--- config.mk ---
export PLATFORM = sky130hd
export DESIGN_NAME = instr_fetch_unit_flat
export DESIGN_NICKNAME = d
export VERILOG_FILES = /design/src/rtl/fetch_pkg.sv /design/src/rtl/instr_fetch_unit_if.sv /design/src/rtl/branch_target_calc.sv /design/src/rtl/instr_fetch_unit.sv /design/src/flat_wrapper.sv
export SDC_FILE = /design/constraint.sdc
export NUM_CORES = 1
export LEC_CHECK = 0
export ABC_AREA = 1
export BUFFER_PORTS_ARGS = -buffer_cell sky130_fd_sc_hd__buf_2
export CORE_MARGIN = 2
export CORE_UTILIZATION = 45
export CTS_CLUSTER_DIAMETER = 40
export CTS_CLUSTER_SIZE = 24
export DETAILED_ROUTE_END_ITERATION = 8
export GPL_ROUTABILITY_DRIVEN = 0
export GPL_TIMING_DRIVEN = 0
export PLACE_DENSITY_LB_ADDON = 0.05
export RECOVER_POWER = 25
export REMOVE_ABC_BUFFERS = 1
export SLEW_MARGIN = 40
export SYNTH_ARGS = -nofsm -noshare
export SYNTH_HDL_FRONTEND = slang
export SYNTH_HIERARCHICAL = 1
export SYNTH_SLANG_ARGS = --single-unit
--- constraint.sdc ---
create_clock -name clk -period 3.8 [get_ports clk]
set_input_delay 0.57 -clock clk [delete_from_list [all_inputs] [get_ports clk]]
set_output_delay 0.57 -clock clk [all_outputs]
set_load 0.1 [all_outputs]
--- src/rtl/fetch_pkg.sv ---
// Shared definitions for the LEGv8 fetch stage.
//  - Word and instruction widths. The guards let a common defines file set them first.
//  - fetch_state_t: the fetch FSM state encoding.
//  - PC_STEP / BR_SHIFT: sequential PC increment and branch offset scaling.
`ifndef WORD
`define WORD 64
`endif
`ifndef INSTR_LEN
`define INSTR_LEN 32
`endif

package fetch_pkg;

  localparam int WORD_W  = `WORD;
  localparam int INSTR_W = `INSTR_LEN;

  typedef enum logic [2:0] {IDLE, REQ, WAIT, VALID, DRAIN} fetch_state_t;

  localparam logic [WORD_W-1:0] PC_STEP  = WORD_W'(4);
  localparam int                BR_SHIFT = 2;

endpackage

--- src/rtl/instr_fetch_unit_if.sv ---
// Bus bundle between the fetch unit and its neighbours.
//  imem_*   : instruction memory read channel (single outstanding request)
//  instr_*  : valid/ready handshake carrying instruction + PC toward decode
//  branch_* : redirect request from the branch resolution logic
// Modports: master = fetch unit side, slave = memory/decode/branch side.
interface instr_fetch_unit_if;
  import fetch_pkg::*;

  logic               imem_req;
  logic [WORD_W-1:0]  imem_addr;
  logic               imem_rvalid;
  logic [INSTR_W-1:0] imem_rdata;

  logic               instr_valid;
  logic               instr_ready;
  logic [INSTR_W-1:0] instr_out;
  logic [WORD_W-1:0]  pc_out;

  logic               branch_taken;
  logic [WORD_W-1:0]  branch_pc;
  logic [WORD_W-1:0]  branch_offset;

  modport master (
    output imem_req, imem_addr, instr_valid, instr_out, pc_out,
    input  imem_rvalid, imem_rdata, instr_ready, branch_taken, branch_pc, branch_offset
  );

  modport slave (
    input  imem_req, imem_addr, instr_valid, instr_out, pc_out,
    output imem_rvalid, imem_rdata, instr_ready, branch_taken, branch_pc, branch_offset
  );

endinterface

--- src/rtl/branch_target_calc.sv ---
// Branch target adder: target = branch_pc + (branch_offset << BR_SHIFT).
// Purely combinational; modulo 2^WORD, the shift drops the top offset bits.
//  branch_pc_i     in   WORD   PC of the resolving branch
//  branch_offset_i in   WORD   sign-extended word offset
//  target_o        out  WORD   byte address of the branch target
module branch_target_calc
  import fetch_pkg::*;
(
  input  logic [WORD_W-1:0] branch_pc_i,
  input  logic [WORD_W-1:0] branch_offset_i,
  output logic [WORD_W-1:0] target_o
);

  assign target_o = branch_pc_i + (branch_offset_i << BR_SHIFT);

endmodule

--- src/rtl/instr_fetch_unit.sv ---
// LEGv8 fetch stage: owns the PC, issues single-outstanding reads to instruction
// memory and hands one instruction + PC at a time to decode. Branch redirects
// replace the PC with branch_pc + (branch_offset << 2).
// Ports:
//  clk, rst_n          clock, asynchronous active-low reset
//  bus (master)        imem read channel, decode handshake, branch redirect
//  fetch_cnt/stall_cnt only with FETCH_PERF_CNT_EN defined: completed
//                      handshakes and stalled cycles (valid && !ready)
//
// state | meaning
// IDLE  | out of reset, start fetching next cycle
// REQ   | imem_req asserted for pc this cycle
// WAIT  | request outstanding, waiting for imem_rvalid
// VALID | instruction presented to decode, waiting for handshake
// DRAIN | redirected with a request in flight; discard its response
module instr_fetch_unit
  import fetch_pkg::*;
#(
  parameter logic [WORD_W-1:0] RESET_PC = '0
) (
  input  logic                clk,
  input  logic                rst_n,
  instr_fetch_unit_if.master  bus
`ifdef FETCH_PERF_CNT_EN
  ,
  output logic [WORD_W-1:0]   fetch_cnt,
  output logic [WORD_W-1:0]   stall_cnt
`endif
);

  fetch_state_t       state_q, state_d;
  logic [WORD_W-1:0]  pc_q, pc_d;
  logic               req_q, req_d;
  logic               valid_q, valid_d;
  logic [INSTR_W-1:0] instr_q, instr_d;
  logic [WORD_W-1:0]  pc_out_q, pc_out_d;
  logic               squash_q, squash_d;

  logic [WORD_W-1:0]  target;
  logic               handshake;
  logic               redirect;

  branch_target_calc u_btc (
    .branch_pc_i     (bus.branch_pc),
    .branch_offset_i (bus.branch_offset),
    .target_o        (target)
  );

  assign handshake = valid_q && bus.instr_ready;
  assign redirect  = bus.branch_taken && (state_q != IDLE);

  always_comb begin
    state_d  = state_q;
    pc_d     = pc_q;
    req_d    = 1'b0;
    valid_d  = valid_q;
    instr_d  = instr_q;
    pc_out_d = pc_out_q;
    squash_d = squash_q;

    case (state_q)
      IDLE: begin
        state_d = REQ;
        req_d   = 1'b1;
      end
      REQ: begin
        state_d = WAIT;
      end
      WAIT: begin
        if (bus.imem_rvalid) begin
          instr_d  = bus.imem_rdata;
          pc_out_d = pc_q;
          valid_d  = 1'b1;
          state_d  = VALID;
        end
      end
      VALID: begin
        if (handshake) begin
          valid_d = 1'b0;
          pc_d    = pc_q + PC_STEP;
          state_d = REQ;
          req_d   = 1'b1;
        end
      end
      DRAIN: begin
        // squash_q is always set in DRAIN; clearing it marks the stale reply consumed
        if (bus.imem_rvalid || !squash_q) begin
          squash_d = 1'b0;
          state_d  = REQ;
          req_d    = 1'b1;
        end
      end
      default: begin
        state_d = IDLE;
      end
    endcase

    // Redirect overrides the sequential update; a coincident handshake still
    // consumed the presented instruction, only the pc+4 is dropped.
    if (redirect) begin
      pc_d    = target;
      valid_d = 1'b0;
      case (state_q)
        WAIT: begin
          instr_d  = instr_q;
          pc_out_d = pc_out_q;
          if (bus.imem_rvalid) begin
            // stale response is arriving right now: nothing left in flight
            squash_d = 1'b0;
            state_d  = REQ;
            req_d    = 1'b1;
          end else begin
            squash_d = 1'b1;
            state_d  = DRAIN;
          end
        end
        REQ: begin
          if (req_q) begin
            // request leaves this cycle, so its response must be drained
            squash_d = 1'b1;
            state_d  = DRAIN;
          end else begin
            state_d = REQ;
            req_d   = 1'b1;
          end
        end
        VALID: begin
          state_d = REQ;
          req_d   = 1'b1;
        end
        default: begin
        end
      endcase
    end
  end

  always_ff @(posedge clk or negedge rst_n) begin
    if (!rst_n) begin
      state_q  <= IDLE;
      pc_q     <= RESET_PC;
      req_q    <= 1'b0;
      valid_q  <= 1'b0;
      instr_q  <= '0;
      pc_out_q <= '0;
      squash_q <= 1'b0;
    end else begin
      state_q  <= state_d;
      pc_q     <= pc_d;
      req_q    <= req_d;
      valid_q  <= valid_d;
      instr_q  <= instr_d;
      pc_out_q <= pc_out_d;
      squash_q <= squash_d;
    end
  end

  // imem_addr tracks the PC register directly, so it is registered and
  // equals RESET_PC out of reset.
  assign bus.imem_req    = req_q;
  assign bus.imem_addr   = pc_q;
  assign bus.instr_valid = valid_q;
  assign bus.instr_out   = instr_q;
  assign bus.pc_out      = pc_out_q;

`ifdef FETCH_PERF_CNT_EN
  localparam logic [WORD_W-1:0] CNT_ONE = WORD_W'(1);

  logic [WORD_W-1:0] fetch_cnt_q, stall_cnt_q;

  always_ff @(posedge clk or negedge rst_n) begin
    if (!rst_n) begin
      fetch_cnt_q <= '0;
      stall_cnt_q <= '0;
    end else begin
      if (handshake) begin
        fetch_cnt_q <= fetch_cnt_q + CNT_ONE;
      end
      if (valid_q && !bus.instr_ready) begin
        stall_cnt_q <= stall_cnt_q + CNT_ONE;
      end
    end
  end

  assign fetch_cnt = fetch_cnt_q;
  assign stall_cnt = stall_cnt_q;
`endif

endmodule

--- src/flat_wrapper.sv ---
// flat-port wrapper written by rule: the top's interface ports become plain ports
module instr_fetch_unit_flat import fetch_pkg::*;
#(
  parameter logic [WORD_W-1:0] RESET_PC = '0
)
  (clk, rst_n, bus_imem_req, bus_imem_addr, bus_instr_valid, bus_instr_out, bus_pc_out, bus_imem_rvalid, bus_imem_rdata, bus_instr_ready, bus_branch_taken, bus_branch_pc, bus_branch_offset);
  instr_fetch_unit_if bus_i ();
  input  logic clk;
  input  logic rst_n;
  output wire logic [$bits(bus_i.imem_req)-1:0] bus_imem_req;
  output wire logic [$bits(bus_i.imem_addr)-1:0] bus_imem_addr;
  output wire logic [$bits(bus_i.instr_valid)-1:0] bus_instr_valid;
  output wire logic [$bits(bus_i.instr_out)-1:0] bus_instr_out;
  output wire logic [$bits(bus_i.pc_out)-1:0] bus_pc_out;
  input wire logic [$bits(bus_i.imem_rvalid)-1:0] bus_imem_rvalid;
  input wire logic [$bits(bus_i.imem_rdata)-1:0] bus_imem_rdata;
  input wire logic [$bits(bus_i.instr_ready)-1:0] bus_instr_ready;
  input wire logic [$bits(bus_i.branch_taken)-1:0] bus_branch_taken;
  input wire logic [$bits(bus_i.branch_pc)-1:0] bus_branch_pc;
  input wire logic [$bits(bus_i.branch_offset)-1:0] bus_branch_offset;
  assign bus_imem_req = bus_i.imem_req;
  assign bus_imem_addr = bus_i.imem_addr;
  assign bus_instr_valid = bus_i.instr_valid;
  assign bus_instr_out = bus_i.instr_out;
  assign bus_pc_out = bus_i.pc_out;
  assign bus_i.imem_rvalid = bus_imem_rvalid;
  assign bus_i.imem_rdata = bus_imem_rdata;
  assign bus_i.instr_ready = bus_instr_ready;
  assign bus_i.branch_taken = bus_branch_taken;
  assign bus_i.branch_pc = bus_branch_pc;
  assign bus_i.branch_offset = bus_branch_offset;
  instr_fetch_unit #(.RESET_PC(RESET_PC)) u_core (.clk(clk), .rst_n(rst_n), .bus(bus_i));
endmodule
==> metrics.txt <==
final instance area=0.0175 mm2; violated checks=capacitance limit, slew limit; TritonCTS clock tree=done; grt total ovfl=0; maxcap violations=1; number of failing setup endpoints in the final timing report=0; fraction of the mapped netlist area in compound gates=7.57%; maximum number of buffers from clock root to sink=2; maximum number of pins on one net before global-route repair=90; count of flip-flops with a built-in enable after synthesis=0; Routed Antenna Nets=0; Clock Skew=0.00906 ns; I/O pin count=327; run status=finished with violations; kind of critical path=reg -> reg; top-count cell post-synth=sky130_fd_sc_hd__nand2_1; fraction of the mapped netlist area in simple logic gates=40.9%; share of cells above drive strength 1=16.9%; Yosys reg bits=166; Tightest Hold Check Type=in -> reg; first drt pass iteration count=6; Peak supply drop=0.803 mV; category of the worst setup path capture point=flop; sum of net half-perimeters after detailed placement=a little over 40 mm; final critical-path setup slack=approximately 0.36 ns; total via count in the routed design=16.1k; Fill cells=between 3k and 4k; mux cell area share after synthesis=2.89%; Placed Cells incl. Taps=3181; per-cell routed wire length=15.6 um; hold violation count in the final report=0; arithmetic-cell share of the synthesized area counting full adders, half adders and majority gates=5.38%; Crit path arrival time=3.79 ns; maximum frequency from static timing analysis=290 MHz; antenna violations before repair=0; die area=0.0344 mm2; count of input and output buffers=324; number of global-route vias before repair=14.8k; area leader, netlist=sky130_fd_sc_hd__dfrtp_1; # clock sinks=166; ranking of synthesized cells by instance count=954 x sky130_fd_sc_hd__nand2_1, 433 x sky130_fd_sc_hd__inv_1, 240 x sky130_fd_sc_hd__nor2_1; clock transition at the registers of the reported paths=0.06 ns; cts hold-fix bufs=1; transition time of the tightest slew-check pin=1.53 ns; first-pass GRT wire length=76.9 mm; share of synthesized flip-flops with an asynchronous set or reset=100%; P per Cell Area=857 mW/mm2; number of max-slew violations in the final report=28; number of buffers added by the clock tree synthesis step=17; clock latency of the later-clocked register in the worst-skew pair=0.43 ns; Min Clock Period, post-route=3.44 ns; Tot GR Track Use=28.9%; Leakage=10.2 nW; worst slew slack as a fraction of its limit=-2.12%; Tcrit/Tclk final=90.6%; setup repair after global routing missed its margin=no; Clk Tree Root Cell=sky130_fd_sc_hd__clkbuf_16; average cell area after synthesis=around 6 um2; flip-flop cell with the highest count after synthesis=sky130_fd_sc_hd__dfrtp_1; cell types with the largest area share after synthesis=sky130_fd_sc_hd__dfrtp_1 28%, sky130_fd_sc_hd__nand2_1 24%, sky130_fd_sc_hd__inv_1 11%; Routed WL=~50 mm; # H-tree levels=4; fraction of the yosys area taken by sequential cells=28.1%; instance count of the mapped netlist=2454; post-synthesis xor/xnor area fraction=2.60%; Unique masters post-synth=40; number of cells in the finished layout apart from fillers=3214; pre-CTS setup slack=0.433 ns; placed standard-cell area=0.0169 mm2; core box area=0.0325 mm2; Die X=185 um; largest driver fanout on the critical path=50; post-cts gate resize count=0; residual DRC count=0; initial cell density of the core=between 40% and 50%; ratio of routed vias to standard cells=5.01; main combinational cell family by area after synthesis=simple AND/OR/NAND/NOR gates; area fraction of the dominant cell type after synthesis=28.1%; Critical Path RT=4.14 ns; sort of element at the start of the critical path=flop; Total Nets Final=between 2k and 3k; Synth warnings=6; Die Height=185 um; summed instance area of the synthesized netlist=between 0.01 and 0.015 mm2; total setup buffers inserted after CTS=0; area grow syn2layout=18.1%; Core Rows=66; DRC violation total after the first TritonRoute iteration=1174
-- metrics by stage --
step	TNS (ns)	hold slack, ns	total power [mW]	util [%]
floorplan	-41.88	0.274	11.1	-
global placement	-301.57	0.461	13.1	51.6
detailed placement	0	0.437	13.2	52.1
CTS	0	0.342	15.0	54.0
global route	0	0.347	15.8	53.9
finish	0	0.354	15.0	53.9
-- kinds of logic after synthesis --
group | count (synthesis)
xor+xnor | 44
compound gates | 206
simple gates | 1455
mux | 38
fa+ha+maj | 63
flops | 166
buf+inv | 482
-- report_power, final --
group / internal [mW] / leakage [nW] / switching (mW) / total (mW)
logic: 1.67 / 7.88 / 8.21 / 9.88
registers: 2.55 / 2.06 / 0.817 / 3.36
clock network: 1.05 / 0.288 / 0.694 / 1.74
-- registers in the layout, summed over array words and instances (netlist names) --
signal and count:
u_core/state_q 3, u_core/squash_q 1, u_core/bus.instr_out 32, u_core/bus.instr_valid 1
u_core/bus.pc_out 64, u_core/bus.imem_addr 64, u_core/bus.imem_req 1
-- area by class of cell --
class / instances / area [um2] / area share, %
multi-input cells: 1806 / 8810 / 50.4
clock inverters: 7 / 93.8 / 0.537
inverters: 438 / 1650 / 9.42
flip-flops and latches: 166 / 4150 / 23.8
clock buffers: 24 / 502 / 2.87
diodes: 1 / 2.50 / 0.0143
repair buffers: 330 / 1730 / 9.87
well taps: 442 / 553 / 3.16
-- final timing paths --
check                      slack [ns]                       end  cells after the start             startpoint
hold / removal                   0.35   u_core/bus.imem_addr[1]                      3       bus_branch_pc[1]
max in group asynchronous        0.95   u_core/bus.instr_out[4]                      3                  rst_n
min in group asynchronous        1.06  u_core/bus.instr_out[26]                      2                  rst_n
setup reg to reg                 0.36  u_core/bus.imem_addr[30]                      9      u_core/state_q[2]
hold reg to reg                  0.48     u_core/bus.pc_out[52]                      2  u_core/bus.pc_out[52]
setup / recovery                 0.36  u_core/bus.imem_addr[30]                      9      u_core/state_q[2]
-- cells in the final DEF, fill, tap and decap left out, drive strengths merged, types with 2 or more instances in the layout --
cell,Yosys,final
nand2,977,977
bufinv,0,2
nor3,31,31
mux2,38,38
clkinv,0,3
or2,4,4
nand3,137,137
o22ai,13,13
o211ai,9,9
nor4,4,4
xnor2,3,3
clkinvlp,0,2
clkbuf,10,26
o21ai,114,114
a211oi,2,2
ha,62,62
dfrtp,166,166
o31ai,2,2
inv,438,438
nor2,269,269
o21bai,13,13
nand4,32,32
a21oi,50,50
xor2,41,41
buf,34,327
-- critical path, cell delays in order (launching register included) --
cell and delay (ns):
sky130_fd_sc_hd__dfrtp_1 0.42, sky130_fd_sc_hd__inv_1 0.18, sky130_fd_sc_hd__nand3_1 0.11, sky130_fd_sc_hd__nor2_2 0.58, sky130_fd_sc_hd__inv_1 0.49, sky130_fd_sc_hd__nand2_4 0.58
sky130_fd_sc_hd__inv_2 0.50, sky130_fd_sc_hd__nor2_1 0.32, sky130_fd_sc_hd__nand2_1 0.08, sky130_fd_sc_hd__o21ai_0 0.07
-- per-layer routing --
layer  GRT usage (%)  vias to the layer above  part of all wire [%]
li1                -                     8150                     -
met1            37.6                     7246                    43
met2            49.0                      612                    46
met3            2.69                       97                   6.6
met4            12.5                        0                   4.1
met5               0                        -                     0
No activity file was read; power rests on OpenSTA's default activity.
